$ cat config.mk
export PLATFORM = sky130hd
export DESIGN_NAME = byte_serial_add_ctrl
export DESIGN_NICKNAME = d
export VERILOG_FILES = /design/src/rtl/byte_serial_add_ctrl_pkg.sv /design/src/rtl/Full_ADDER8bit.sv /design/src/rtl/byte_serial_add_ctrl.sv
export SDC_FILE = /design/constraint.sdc
export NUM_CORES = 1
export LEC_CHECK = 0
export BUFFER_PORTS_ARGS = -buffer_cell sky130_fd_sc_hd__buf_2
export CAP_MARGIN = 20
export CORE_MARGIN = 10
export CORE_UTILIZATION = 45
export CTS_CLUSTER_DIAMETER = 40
export CTS_CLUSTER_SIZE = 10
export DETAILED_ROUTE_END_ITERATION = 7
export PLACE_DENSITY = 0.71
export SKIP_LAST_GASP = 1
export SYNTH_ARGS = -nofsm -noshare
export SYNTH_HDL_FRONTEND = slang
export SYNTH_SLANG_ARGS = --single-unit
$ cat constraint.sdc
create_clock -name clk -period 4.43 [get_ports clk]
set_clock_uncertainty 0.15 [all_clocks]
set_input_delay 0.886 -clock clk [delete_from_list [all_inputs] [get_ports clk]]
set_output_delay 0.886 -clock clk [all_outputs]
set_load 0.1 [all_outputs]
$ cat src/rtl/byte_serial_add_ctrl_pkg.sv
// byte_serial_add_ctrl_pkg: shared states and constants for the byte-serial adder sequencer
package byte_serial_add_ctrl_pkg;
   typedef enum logic [1:0] {IDLE = 2'd0, RUN = 2'd1, DONE = 2'd2} state_t;
   localparam int BYTE_W = 8;
   localparam logic OP_ADD = 1'b0;
   localparam logic OP_SUB = 1'b1;
endpackage

$ cat src/rtl/Full_ADDER8bit.sv
// Full_ADDER8bit: 8-bit ripple-carry adder slice
module Full_ADDER8bit (
   input  logic [7:0] x,
   input  logic [7:0] y,
   input  logic       cin,
   output logic [7:0] z,
   output logic       cout
);
   logic [8:0] c;
   assign c[0] = cin;
   for (genvar i = 0; i < 8; i++) begin : g_fa
      assign z[i]   = x[i] ^ y[i] ^ c[i];
      assign c[i+1] = (x[i] & y[i]) | (c[i] & (x[i] ^ y[i]));
   end
   assign cout = c[8];
endmodule

$ cat src/rtl/byte_serial_add_ctrl.sv
// byte_serial_add_ctrl: wide add/sub run one byte per clock through a single 8-bit adder slice
module byte_serial_add_ctrl
   import byte_serial_add_ctrl_pkg::*;
#(
   parameter  int NBYTES = 4,
   localparam int IDX_W  = $clog2(NBYTES),
   localparam int W      = 8 * NBYTES
) (
   input  logic         clk,
   input  logic         rst_n,
   input  logic         start_valid,
   output logic         start_ready,
   input  logic [W-1:0] op_a,
   input  logic [W-1:0] op_b,
   input  logic         sub,
   output logic         res_valid,
   input  logic         res_ready,
   output logic [W-1:0] result,
   output logic         carry_out,
   output logic         overflow,
   output logic         busy
);
   state_t state, state_nx;
   logic [IDX_W-1:0] idx;
   logic [W-1:0] a_r, b_r;
   logic sub_r, carry_r, cout, last;
   logic [BYTE_W-1:0] x, y, z;
   assign x    = a_r[idx*BYTE_W +: BYTE_W];
   assign y    = b_r[idx*BYTE_W +: BYTE_W] ^ {BYTE_W{sub_r != OP_ADD}};
   assign last = idx == IDX_W'(NBYTES - 1);
   Full_ADDER8bit u_slice (.x(x), .y(y), .cin(carry_r), .z(z), .cout(cout));
   always_comb begin
      state_nx    = state == IDLE ? (start_valid ? RUN : IDLE)
                  : state == RUN  ? (last ? DONE : RUN)
                  : state == DONE ? (res_ready ? IDLE : DONE)
                  : IDLE;
      start_ready = state == IDLE;
      res_valid   = state == DONE;
      busy        = state == RUN || state == DONE;
   end
   always_ff @(posedge clk or negedge rst_n) begin
      if (!rst_n) begin
         state     <= IDLE;
         idx       <= '0;
         a_r       <= '0;
         b_r       <= '0;
         sub_r     <= 1'b0;
         carry_r   <= 1'b0;
         result    <= '0;
         carry_out <= 1'b0;
         overflow  <= 1'b0;
      end else begin
         state <= state_nx;
         if (state == IDLE && start_valid) begin
            a_r     <= op_a;
            b_r     <= op_b;
            sub_r   <= sub;
            idx     <= '0;
            carry_r <= sub == OP_SUB;
         end
         if (state == RUN) begin
            result[idx*BYTE_W +: BYTE_W] <= z;
            carry_r <= cout;
            idx     <= last ? '0 : idx + IDX_W'(1);
            if (last) begin
               carry_out <= cout;
               overflow  <= (x[7] == y[7]) && (z[7] != x[7]);
            end
         end
      end
   end
endmodule
==> results.json <==
{
  "reg2reg_slack_ns": 0.11,
  "stdcell_area_mm2": 0.005584,
  "fin_nets": 530,
  "grt_pass1_vias": 3223,
  "clkSinkCount": 104,
  "fin_hold_ws_ns": 0.3306,
  "wl_met2_mm": 4.826,
  "synth_nets": 419,
  "avgSynthCellArea_um2": 14.17,
  "mostFrequentLayoutCells": "104 x buf_2, 103 x dfrtp_1, 64 x mux2_2, 39 x nand2_1, 26 x o21ai_0",
  "numCtsBuffers": 9,
  "crit_required_ns": 4.54,
  "synth_edf_count": 0,
  "final_antenna_net_count": 0,
  "clk_pin_slew_worst_paths_ns": 0.10,
  "final_layout_size_suffix_gt1_share_pct": 50.89,
  "cts_resized": 0,
  "fmax_mhz": 231.6,
  "synth.area.top_cells": "dfrtp_1 55%, mux2_2 15%, mux4_2 5.3%, fa_1 3.4%, nand2_1 3.2%",
  "ys_warn_count": 0,
  "antenna_found_initial": 0,
  "start_util_pct": 45.78,
  "wl_per_cell_um": 17.72,
  "min_period_ns": 4.318,
  "finalHoldViolCount": 0,
  "wirelength_mm": 10.35,
  "path_class": "reg2reg",
  "clock_latency_ns": 0.36,
  "syn_inst": 332,
  "crit_path_max_fanout": 2,
  "n_fill_cell": 940,
  "tightest_slew_ns": 0.9180,
  "mostFrequentLayoutCell": "buf_2",
  "post_cts.repair.setup_buffers": 0,
  "setup_tns_ns": 0,
  "gr-total-overflow": 0,
  "placed_cell_area_mm2": 0.005378,
  "ctsHoldBuffers": 0,
  "coreArea_mm2": 0.01028,
  "rows": 37,
  "dr.pass1.iters": 4,
  "rsz0062_at_grt": "true",
  "post_drt_via_cell_ratio": 5.031,
  "slew_headroom_pct": 38.80,
  "multi_input_comb_area_mm2": 0.001971,
  "end_kind": "register",
  "port_buffers": 105,
  "synth_top_area_share_pct": 55.32,
  "final.period_utilization_pct": 97.46,
  "setup_viol": 0,
  "dpl.hpwl_mm": 7.994,
  "die_h_um": 122.2,
  "first_iter_violations": 176,
  "drcViolationCount": 0,
  "cts_buffer_depth": 2,
  "outcome": "completed",
  "ys.flop_type": "dfrtp_1",
  "cts_root_buffer": "clkbuf_8",
  "cts_tree": "built",
  "synth-async-reset-ratio_pct": 100.0,
  "min_path_type": "reg2reg",
  "synthToLayoutAreaGrowth_pct": 18.70,
  "regArea_mm2": 0.002604,
  "dieArea_mm2": 0.01494,
  "yosysUniqueCellTypes": 30,
  "synth-seq-cells": 104,
  "grt_max_degree": 75,
  "htreeDepth": 3,
  "die_w_um": 122.2,
  "place.gp.congestion": 0.8105,
  "crit_path_start_kind": "register",
  "post-route-util_pct": 54.33,
  "grt_util_all_layers_pct": 14.21,
  "cp.arrival_ns": 4.43,
  "pin_count": 106,
  "synth_top_area_cell": "dfrtp_1",
  "drv_slew": 0,
  "netlist_area_mm2": 0.004705,
  "diodes": 0,
  "grt_pass1_wl_mm": 16.73,
  "cap_viol_max_count": 0,
  "wl_met1_mm": 4.485,
  "ys_seq_area_share_pct": 55.32,
  "dr.max_layer_used": "met4",
  "met3_length_um": 936,
  "vias": 2938
}
## metal layers
layer	track usage [%]	vias to the layer above
met3	5.096	10
met1	18.26	1456
met4	3.756	0
met5	0	-
li1	-	1380
met2	22.44	92
## cells in the mapped netlist (2+ instances only)
cell      count
mux4_1        5
dfrtp_1     104
o21ai_2       8
clkbuf_8      2
nand2_1      40
clkbuf_1      2
o21ai_0      27
a21oi_1       3
nand4_1       2
ha_1         10
xnor2_1       5
inv_1        16
mux4_2       11
fa_1          8
xor2_1        4
mux2_2       64
buf_2         8
## cells by family (layout without fill, tap and decap cells)
group	Yosys count	in the layout	share of synthesized area (%)
muxes	80	80	23.38
DFF	104	104	55.32
and+or+nand+nor	49	49	4.575
adders and majority gates	18	18	6.064
buffers and inverters	30	146	3.537
xor gates and xnor gates	9	9	1.675
AOI/OAI and AO/OA	42	42	5.452
## registers in the layout (all words and copies together) (netlist names)
| signal | cells |
|---|---|
| a_r | 32 |
| b_r | 32 |
| result | 32 |
| idx | 2 |
| state | 2 |
| carry_out | 1 |
| carry_r | 1 |
| overflow | 1 |
| sub_r | 1 |
## through the flow
stage | cells | setup slack [ns]
floorplan | 332 | -0.1095
global placement | 568 | 0.08078
detailed placement | 568 | 0.01816
CTS | 584 | 0.005692
global route | 584 | -0.01863
finish | 584 | 0.1125
## worst max-delay path, stage by stage, from the launching register on
cell     delay, ns
dfrtp_2       0.39
mux4_2        0.54
xnor2_2       0.16
fa_2          0.34
fa_2          0.34
inv_2         0.06
fa_2          0.18
fa_1          0.15
inv_1         0.05
fa_2          0.34
fa_2          0.35
fa_2          0.37
fa_2          0.58
xor2_2        0.15
o31ai_2       0.07
## path summary, 6_finish.rpt
check,from,end,depth (start not counted)
max in group asynchronous,rst_n,a_r[7],2
worst min-delay path,result[18],result[18],2
worst min register to register,result[18],result[18],2
worst max register to register,idx[0],overflow,14
worst max-delay path,idx[0],overflow,14
min in group asynchronous,rst_n,result[20],1
## area by class of cell
class	instances	share of cell area [%]
Clock buffer	10	2.465
Clock inverter	6	0.7618
Inverter	16	1.076
Multi-Input combinational cell	198	35.29
Sequential cell	104	46.63
Tap cell	136	3.047
Timing Repair Buffer	114	10.73
Power is not shown: default switching activity piles up to over one toggle a cycle in this logic, so the estimate is an artifact.
